==> src/rtl/lcd_text_ctrl.sv <==
// ---------------------------------------------------------------------------
// lcd_text_ctrl
//   HD44780-style character LCD controller. It holds a writable ROWS x COLS
//   character buffer. After reset it runs the power-up init sequence, then
//   redraws the whole panel each time UPDATE is requested.
//
//   Each bus transfer spans three step ticks:
//     SETUP - E high, with RS and DB driven
//     DROP  - E low; the LCD latches the byte
//     HOLD  - RS and DB are held, then the next item is selected
//
//   Parameters
//     TICK_DIV  CLK cycles per step tick (>= 2)
//     COLS      characters per row (1..40)
//     ROWS      display rows (1, 2 or 4)
//     AW        WR_ADDR width, 2^AW >= ROWS*COLS
//
//   Ports
//     CLK, RST    clock; synchronous active-low reset
//     WR_EN       buffer write strobe
//     WR_ADDR     buffer index (row*COLS + col); out-of-range writes are dropped
//     WR_DATA     character code
//     UPDATE      single-cycle redraw request
//     BUSY        init or redraw in progress
//     INIT_DONE   init sequence finished
//     LCD_RS      0 = command, 1 = data
//     LCD_RW      always 0 (write only)
//     LCD_E       enable strobe
//     LCD_ON      panel power/backlight, set from the first DROP onward
//     LCD_DB      8-bit data bus
//
//   Build option
//     LCD_AUTO_REFRESH_EN - when defined, a new redraw starts right after init
//     and after every redraw, so the panel refreshes continuously.
// ---------------------------------------------------------------------------
module lcd_text_ctrl #(
    parameter int TICK_DIV = 62500,
    parameter int COLS     = 16,
    parameter int ROWS     = 2,
    parameter int AW       = 7
) (
    input  logic          CLK,
    input  logic          RST,
    input  logic          WR_EN,
    input  logic [AW-1:0] WR_ADDR,
    input  logic [7:0]    WR_DATA,
    input  logic          UPDATE,
    output logic          BUSY,
    output logic          INIT_DONE,
    output logic          LCD_RS,
    output logic          LCD_RW,
    output logic          LCD_E,
    output logic          LCD_ON,
    output logic [7:0]    LCD_DB
);

    localparam int NCHARS = ROWS * COLS;
    localparam int IW     = (NCHARS > 1) ? $clog2(NCHARS) : 1;
    localparam int CW     = (TICK_DIV > 1) ? $clog2(TICK_DIV) : 1;
    localparam logic [AW:0] NCHARS_W = NCHARS[AW:0];

`ifdef LCD_AUTO_REFRESH_EN
    localparam bit AUTO_REFRESH = 1'b1;
`else
    localparam bit AUTO_REFRESH = 1'b0;
`endif

    typedef enum logic [1:0] {S_INIT, S_IDLE, S_ROW, S_CHAR} state_t;
    typedef enum logic [1:0] {P_SETUP, P_DROP, P_HOLD} phase_t;

    // ------------------------------------------------------------------
    // Step tick
    // ------------------------------------------------------------------
    logic [CW-1:0] tick_cnt;
    logic          tick;

    assign tick = (tick_cnt == CW'(TICK_DIV - 1));

    always_ff @(posedge CLK) begin
        if (!RST)
            tick_cnt <= '0;
        else if (tick)
            tick_cnt <= '0;
        else
            tick_cnt <= tick_cnt + CW'(1);
    end

    // ------------------------------------------------------------------
    // Character buffer. The redraw samples an entry at that character's
    // SETUP tick. A write on the same edge lands afterwards, so the old
    // value is sent.
    // ------------------------------------------------------------------
    logic [7:0] char_buf [NCHARS];

    always_ff @(posedge CLK) begin
        if (!RST) begin
            for (int i = 0; i < NCHARS; i++)
                char_buf[i] <= 8'h20;
        end else if (WR_EN && ({1'b0, WR_ADDR} < NCHARS_W)) begin
            char_buf[WR_ADDR[IW-1:0]] <= WR_DATA;
        end
    end

    // ------------------------------------------------------------------
    // Command tables
    // ------------------------------------------------------------------
    function automatic logic [7:0] init_cmd(input logic [2:0] idx);
        case (idx)
            3'd0, 3'd1, 3'd2, 3'd3: return 8'h38;
            3'd4:                   return 8'h08;
            3'd5:                   return 8'h01;
            3'd6:                   return 8'h0C;
            default:                return 8'h06;
        endcase
    endfunction

    function automatic logic [7:0] row_cmd(input logic [1:0] r);
        case (r)
            2'd0:    return 8'h80;
            2'd1:    return 8'hC0;
            2'd2:    return 8'h94;
            default: return 8'hD4;
        endcase
    endfunction

    // ------------------------------------------------------------------
    // Sequencer
    // ------------------------------------------------------------------
    state_t        state;
    phase_t        phase;
    logic [2:0]    init_idx;
    logic [1:0]    row;
    logic [5:0]    col;
    logic [IW-1:0] chr;      // running buffer index, row*COLS+col
    logic          pending;

    logic [7:0]    xfer_db;
    logic          xfer_rs;
    logic          start_req;

    // Pending is cleared in the same cycle that a redraw is launched. An
    // UPDATE arriving in that cycle is therefore folded into the launch
    // through start_req and is not left behind as a stale pending flag.
    assign start_req = UPDATE || pending || AUTO_REFRESH;

    always_comb begin
        xfer_db = 8'h00;
        xfer_rs = 1'b0;
        case (state)
            S_INIT: xfer_db = init_cmd(init_idx);
            S_ROW:  xfer_db = row_cmd(row);
            S_CHAR: begin
                xfer_db = char_buf[chr];
                xfer_rs = 1'b1;
            end
            default: ;
        endcase
    end

    always_ff @(posedge CLK) begin
        if (!RST) begin
            state     <= S_INIT;
            phase     <= P_SETUP;
            init_idx  <= '0;
            row       <= '0;
            col       <= '0;
            chr       <= '0;
            pending   <= 1'b0;
            BUSY      <= 1'b1;
            INIT_DONE <= 1'b0;
            LCD_E     <= 1'b0;
            LCD_RS    <= 1'b0;
            LCD_DB    <= 8'h00;
            LCD_ON    <= 1'b0;
        end else begin
            if (UPDATE && (state != S_IDLE))
                pending <= 1'b1;

            if (state == S_IDLE) begin
                // Leave IDLE on any cycle. The first transfer then waits
                // for the next tick.
                if (start_req) begin
                    state   <= S_ROW;
                    phase   <= P_SETUP;
                    row     <= '0;
                    col     <= '0;
                    chr     <= '0;
                    pending <= 1'b0;
                    BUSY    <= 1'b1;
                end
            end else if (tick) begin
                case (phase)
                    P_SETUP: begin
                        LCD_E  <= 1'b1;
                        LCD_RS <= xfer_rs;
                        LCD_DB <= xfer_db;
                        phase  <= P_DROP;
                    end
                    P_DROP: begin
                        LCD_E  <= 1'b0;
                        LCD_ON <= 1'b1;
                        phase  <= P_HOLD;
                    end
                    default: begin
                        phase <= P_SETUP;
                        case (state)
                            S_INIT: begin
                                if (init_idx == 3'd7) begin
                                    INIT_DONE <= 1'b1;
                                    if (start_req) begin
                                        state   <= S_ROW;
                                        row     <= '0;
                                        col     <= '0;
                                        chr     <= '0;
                                        pending <= 1'b0;
                                    end else begin
                                        state <= S_IDLE;
                                        BUSY  <= 1'b0;
                                    end
                                end else begin
                                    init_idx <= init_idx + 3'd1;
                                end
                            end
                            S_ROW: begin
                                state <= S_CHAR;
                                col   <= '0;
                            end
                            default: begin
                                chr <= chr + IW'(1);
                                if (col == 6'(COLS - 1)) begin
                                    col <= '0;
                                    if (row == 2'(ROWS - 1)) begin
                                        // End of the panel. Chain straight
                                        // into another redraw if one was
                                        // requested, so BUSY never drops.
                                        if (start_req) begin
                                            state   <= S_ROW;
                                            row     <= '0;
                                            chr     <= '0;
                                            pending <= 1'b0;
                                        end else begin
                                            state <= S_IDLE;
                                            BUSY  <= 1'b0;
                                        end
                                    end else begin
                                        row   <= row + 2'd1;
                                        state <= S_ROW;
                                    end
                                end else begin
                                    col <= col + 6'd1;
                                end
                            end
                        endcase
                    end
                endcase
            end
        end
    end

    assign LCD_RW = 1'b0;

endmodule

==> config.mk <==
export PLATFORM = sky130hd
export DESIGN_NAME = lcd_text_ctrl
export DESIGN_NICKNAME = d
export VERILOG_FILES = /design/src/rtl/lcd_text_ctrl.sv
export SDC_FILE = /design/constraint.sdc
export NUM_CORES = 1
export LEC_CHECK = 0
export CAP_MARGIN = 20
export CORE_ASPECT_RATIO = 0.7
export CORE_MARGIN = 1.5
export CORE_UTILIZATION = 40
export DETAILED_ROUTE_END_ITERATION = 8
export PLACE_DENSITY_LB_ADDON = 0.12
export SLEW_MARGIN = 20
export SYNTH_ARGS = -nofsm -noshare
export SYNTH_HDL_FRONTEND = slang
export SYNTH_SLANG_ARGS = --single-unit
==> constraint.sdc <==
create_clock -name CLK -period 4.5 [get_ports CLK]
set_input_delay 0.9 -clock CLK [delete_from_list [all_inputs] [get_ports CLK]]
set_output_delay 0.9 -clock CLK [all_outputs]
set_load 0.02 [all_outputs]
[Yosys cells after proc, flatten, opt, wreduce, memory -nomap -nowiden]
Memories as Yosys holds them, arrays and structs flattened. A register that Yosys moved wholly into a read port is not among the register bits.
Index checks and enable logic that the tools add are counted.
Cells by class
  equality and inequality tests: 20
  reductions and logical operators: 27
  add/subtract/negate cells: 5
  magnitude comparators: 1
  bitwise gates (word level): 4
  mux-type cells: 69
Operator list (number)
  two-way mux 5 bit: 11
  two-way mux 2 bit: 18
  two-way mux 6 bit: 6
  case mux 6 bit (4 select lines): 1
  case mux 8 bit (3 select lines): 1
  two-way mux 1 bit: 22
  case mux 7 bit (3 select lines): 1
  AND reduction 5 bit: 4
  adder 16 x 1 -> 16 bit, second input constant: 1
  equality test 16 bit, second input constant: 1
  equality test 3 bit, second input constant: 4
  case mux 2 bit (2 select lines): 3
  case mux 6 bit (2 select lines): 1
  AND reduction 3 bit: 4
  case mux 5 bit (2 select lines): 1
  two-way mux 8 bit: 1
  OR reduction 8 bit: 1
  < comparator 7 x 6 -> 1 bit, second input constant: 1
  AND reduction 7 bit: 1
  adder 6 x 1 -> 6 bit, second input constant: 1
  equality test 2 x 1 -> 1 bit, second input constant: 3
  equality test 2 bit, second input constant: 3
  equality test 3 x 2 -> 1 bit, second input constant: 2
  equality test 6 x 4 -> 1 bit, second input constant: 1
  20 further kinds: 33
Storage, ports and cells
  RAM bits: 256
  output and inout bits: 14
  memories kept: 1
  register bits: 50
  word-level logic and storage cells: 141
  input bits: 19
Memory list
  char_buf: depth 32, bits a word 8, rd ports 1, clocked after Yosys merged registers in 1, write ports 32, line 93  | logic [7:0] char_buf [NCHARS];

[Longest topological paths before layout]
  depth after elaboration: 10
  depth in mapped cells: 10
  gate-level depth less buffers: 7

[Worst setup path before layout]
OpenSTA, ideal clock, no wires.
  kind: in2reg
  start point: in WR_ADDR[1]
  end point: mem char_buf[0][0] (enable)
  stages: 4
  arrival time: 2233 ps
  buffers on the path: 1
  data required time: 4116 ps
  setup time: 384 ps
  slack: 1883 ps
  path through: nor4_1 -> nand2b_1 -> clkbuf_1 -> o21ai_0
RTL lines
  start: declaration: line 45  | input logic [AW-1:0] WR_ADDR,
  end: declaration: line 93

[Worst setup path in the final report]
  start point: reg tick_cnt[0]
  end point: reg LCD_DB[6]
On the way
  cells in the longest elaborated chain, start to end: 2
Ends and longest elaborated chain
  start: declaration: line 74  | logic [CW-1:0] tick_cnt;
  start signal: assignment: line 85  | tick_cnt <= tick_cnt + CW'(1);
  equality test 16 bit: line 77  | assign tick = (tick_cnt == CW'(TICK_DIV - 1));
  AND reduction 3 bit (no source line)
  end signal: assignment: line 196  | LCD_DB <= xfer_db;
  end: declaration: line 54  | output logic [7:0] LCD_DB
Every way passes these cells.
A chain may end at the register's enable or synchronous reset.

==> reports/qor.yml <==
antenna_cells: 0
critPathRequiredTime_ns: 4.94
post_cts_buffers: 0
setup_tns_ns: 0
cts_buffers: 34
core_um2: 35800
power.density_nw_per_um2: 388
hp-start: "LCD_RS"
vias: 9028
status: "finished, final reports clean"
critPathMaxFanout: 11
min_period_over_period_pct: 70.7
port_buffers: 31
r2r_cells: 7
synth_nets: 1137
setup_viol: 0
worstSetupPathType: "reg -> reg"
antenna_left: 0
min_period_ns: 3.18
grt_pass1_wl_um: 57300
grt_overflow_total: 0
switching_share_pct: 21.2
drive_gt1_share_pct: 15.9
p_comb_share_pct: 4.1
drv_cap: 0
clock_latency_ns: 0.53
fp.dieArea_um2: 37400
fmax_ghz: 0.314
met1_usage_pct: 33.2
dp_hpwl_um: 25200
final_cell_mix: "edfxtp_1 (256), and2_1 (229), nor2_1 (75)"
fillers: 3193
gp_congestion: 0.817
synth_cell_types: 69
ys_ff_latch: 311
grt_pass1_vias: 8837
clockRootBuffer: "clkbuf_16"
p_sw_uw: 1370
grt_max_degree: 52
rsz0062_at_grt: "false"
grt_usage_pct: 20.9
worstMarginPinSlew_ns: 0.903
cts_tree: "built"
met3_usage_pct: 3.90
synth-edff-count: 256
async_reset_ff_share_pct: 0
slew_headroom_pct: 39.8
hold_end: "LCD_RS"
end_kind: "flip-flop"
clk_pin_slew_ns: 0.06
initial_core_util_pct: 40.5
r2r_end: "LCD_DB[6]"
drtIter0Drc: 851
row_count: 58
synth_cells: 1109
avgSynthCellArea_um2: 13.1
grt_use_met2_pct: 29.0
power_frac_seq_pct: 50.6
wl_per_cell_um: 23.0
post_cts_resized: 0
pin_count: 33
ys_seq_area_share_pct: 60.7
worstHoldPathCells: 2
ir_drop_v: 0.000240
die_w_um: 230
report.final.slew_viol_count: 0
htree_levels: 2
crit_path_start_kind: "flip-flop"
reg2reg_from: "tick_cnt[0]"
clockPowerShare_pct: 45.3
cp.arrival_ns: 3.62
synthFlopType: "edfxtp_1"
syn_area_um2: 14500
final-hold-violation-count: 0
yosys_warnings: 0
syn2layout_area_growth_pct: 14.9
ctsHoldBuffers: 0
final_common_cell: "edfxtp_1"
die-height_um: 162
gr-max-usage-layer: "met1"
final_core_util_pct: 46.5
finalClockSkew_ns: 0.00903
cellInternalPower_uw: 5090
p_leak_uw: 0.00553
antenna_found_initial: 1
hold_class: "reg -> reg"
vias_per_cell: 5.44
wl_um: 38200
layout.nets: 1183
drt_first_pass_iters: 5
drc: 0
clock-sinks: 311
reg2reg_slack_ns: 1.32
cts_buffer_depth: 3
-- layout make-up --
class                      count  area [µm²]  area share (%)
clock buffer                  48         997            5.99
clock inverter                13         161           0.969
inverter                       9        33.8           0.203
multi-input combinational    713        5360            32.2
sequential                   311        8800            52.8
tap                          480         601            3.61
timing repair buffer          86         703            4.22
-- power by group through the flow --
stage | clock, µW | combinational [µW] | sequential, µW
global route | 3090 | 284 | 3280
detailed placement | 0 | 265 | 3330
floorplan | 0 | 138 | 3310
global placement | 0 | 265 | 3330
CTS | 2970 | 267 | 3270
finish | 2930 | 264 | 3270
-- logic make-up after synthesis --
kind of cell,count (synthesis),synth area share [%]
other cells,1,0.0259
flops,311,60.7
xor+xnor,16,0.967
buf+inv,85,2.34
compound gates,126,5.54
simple gates,473,18.9
mux,88,10.8
fa+ha+maj,9,0.777
-- critical path: stages, from the launching register on --
cell and delay, ns:
dfxtp_1 0.37, ha_1 0.25, or4b_2 0.61, nor4_1 0.71
nand2_1 0.45, nor4b_1 0.48, a21oi_1 0.07, o22ai_1 0.16
-- metrics by stage --
step           hold WS [ns]  std cells  area (µm²)  power, µW  worst slack [ns]
6_report              0.457       1660       16700       6460              1.32
5_1_grt               0.487       1660       16700       6650              1.04
4_1_cts               0.462       1660       16700       6510              1.38
3_5_place_dp          0.450       1599       15500       3590              1.23
3_3_place_gp          0.446       1599       15500       3590              1.18
2_1_floorplan         0.430       1109       14500       3450              1.88
-- sequential cells by signal, summed over array words and instances (netlist names), named ones only --
signal / cells
tick_cnt: 16
LCD_ON: 1
pending: 1
char_buf: 256
phase: 2
row: 2
LCD_E: 1
state: 2
INIT_DONE: 1
LCD_RS: 1
chr: 5
init_idx: 3
col: 6
BUSY: 1
LCD_DB: 8
-- synthesized netlist by cell type (10+ instances only) --
cell,n,area share (%)
a21oi_1,21,0.73
and2_1,229,9.9
buf_2,10,0.35
clkbuf_1,61,1.6
dfxtp_1,55,7.6
edfxtp_1,256,53
mux2i_1,28,1.9
mux4_2,54,8.4
nand2_1,36,0.93
nand3_1,21,0.73
nand4_1,10,0.43
nor2_1,75,1.9
nor3_1,11,0.38
o21ai_0,46,1.6
or3_1,35,1.5
-- metal layers --
layer | part of all wire, % | vias to the layer above | routed length [µm]
met2 | 41 | 268 | 15600
met3 | 6.0 | 50 | 2300
met5 | 0 | - | 0
met1 | 51 | 4507 | 19500
li1 | - | 4203 | -
met4 | 1.9 | 0 | 719
-- how the worst max path moves through the flow --
stage | start | slack, ns | endpoint
final | tick_cnt[0] | 1.32 | LCD_DB[6]
after global routing | tick_cnt[0] | 1.04 | LCD_DB[6]
after CTS | tick_cnt[0] | 1.38 | LCD_DB[6]
after detailed placement | WR_EN | 1.23 | char_buf[16][4]
after global placement | WR_EN | 1.18 | char_buf[0][1]
after floorplan | WR_ADDR[1] | 1.88 | char_buf[0][0]
(Power assumes the default switching activity.)
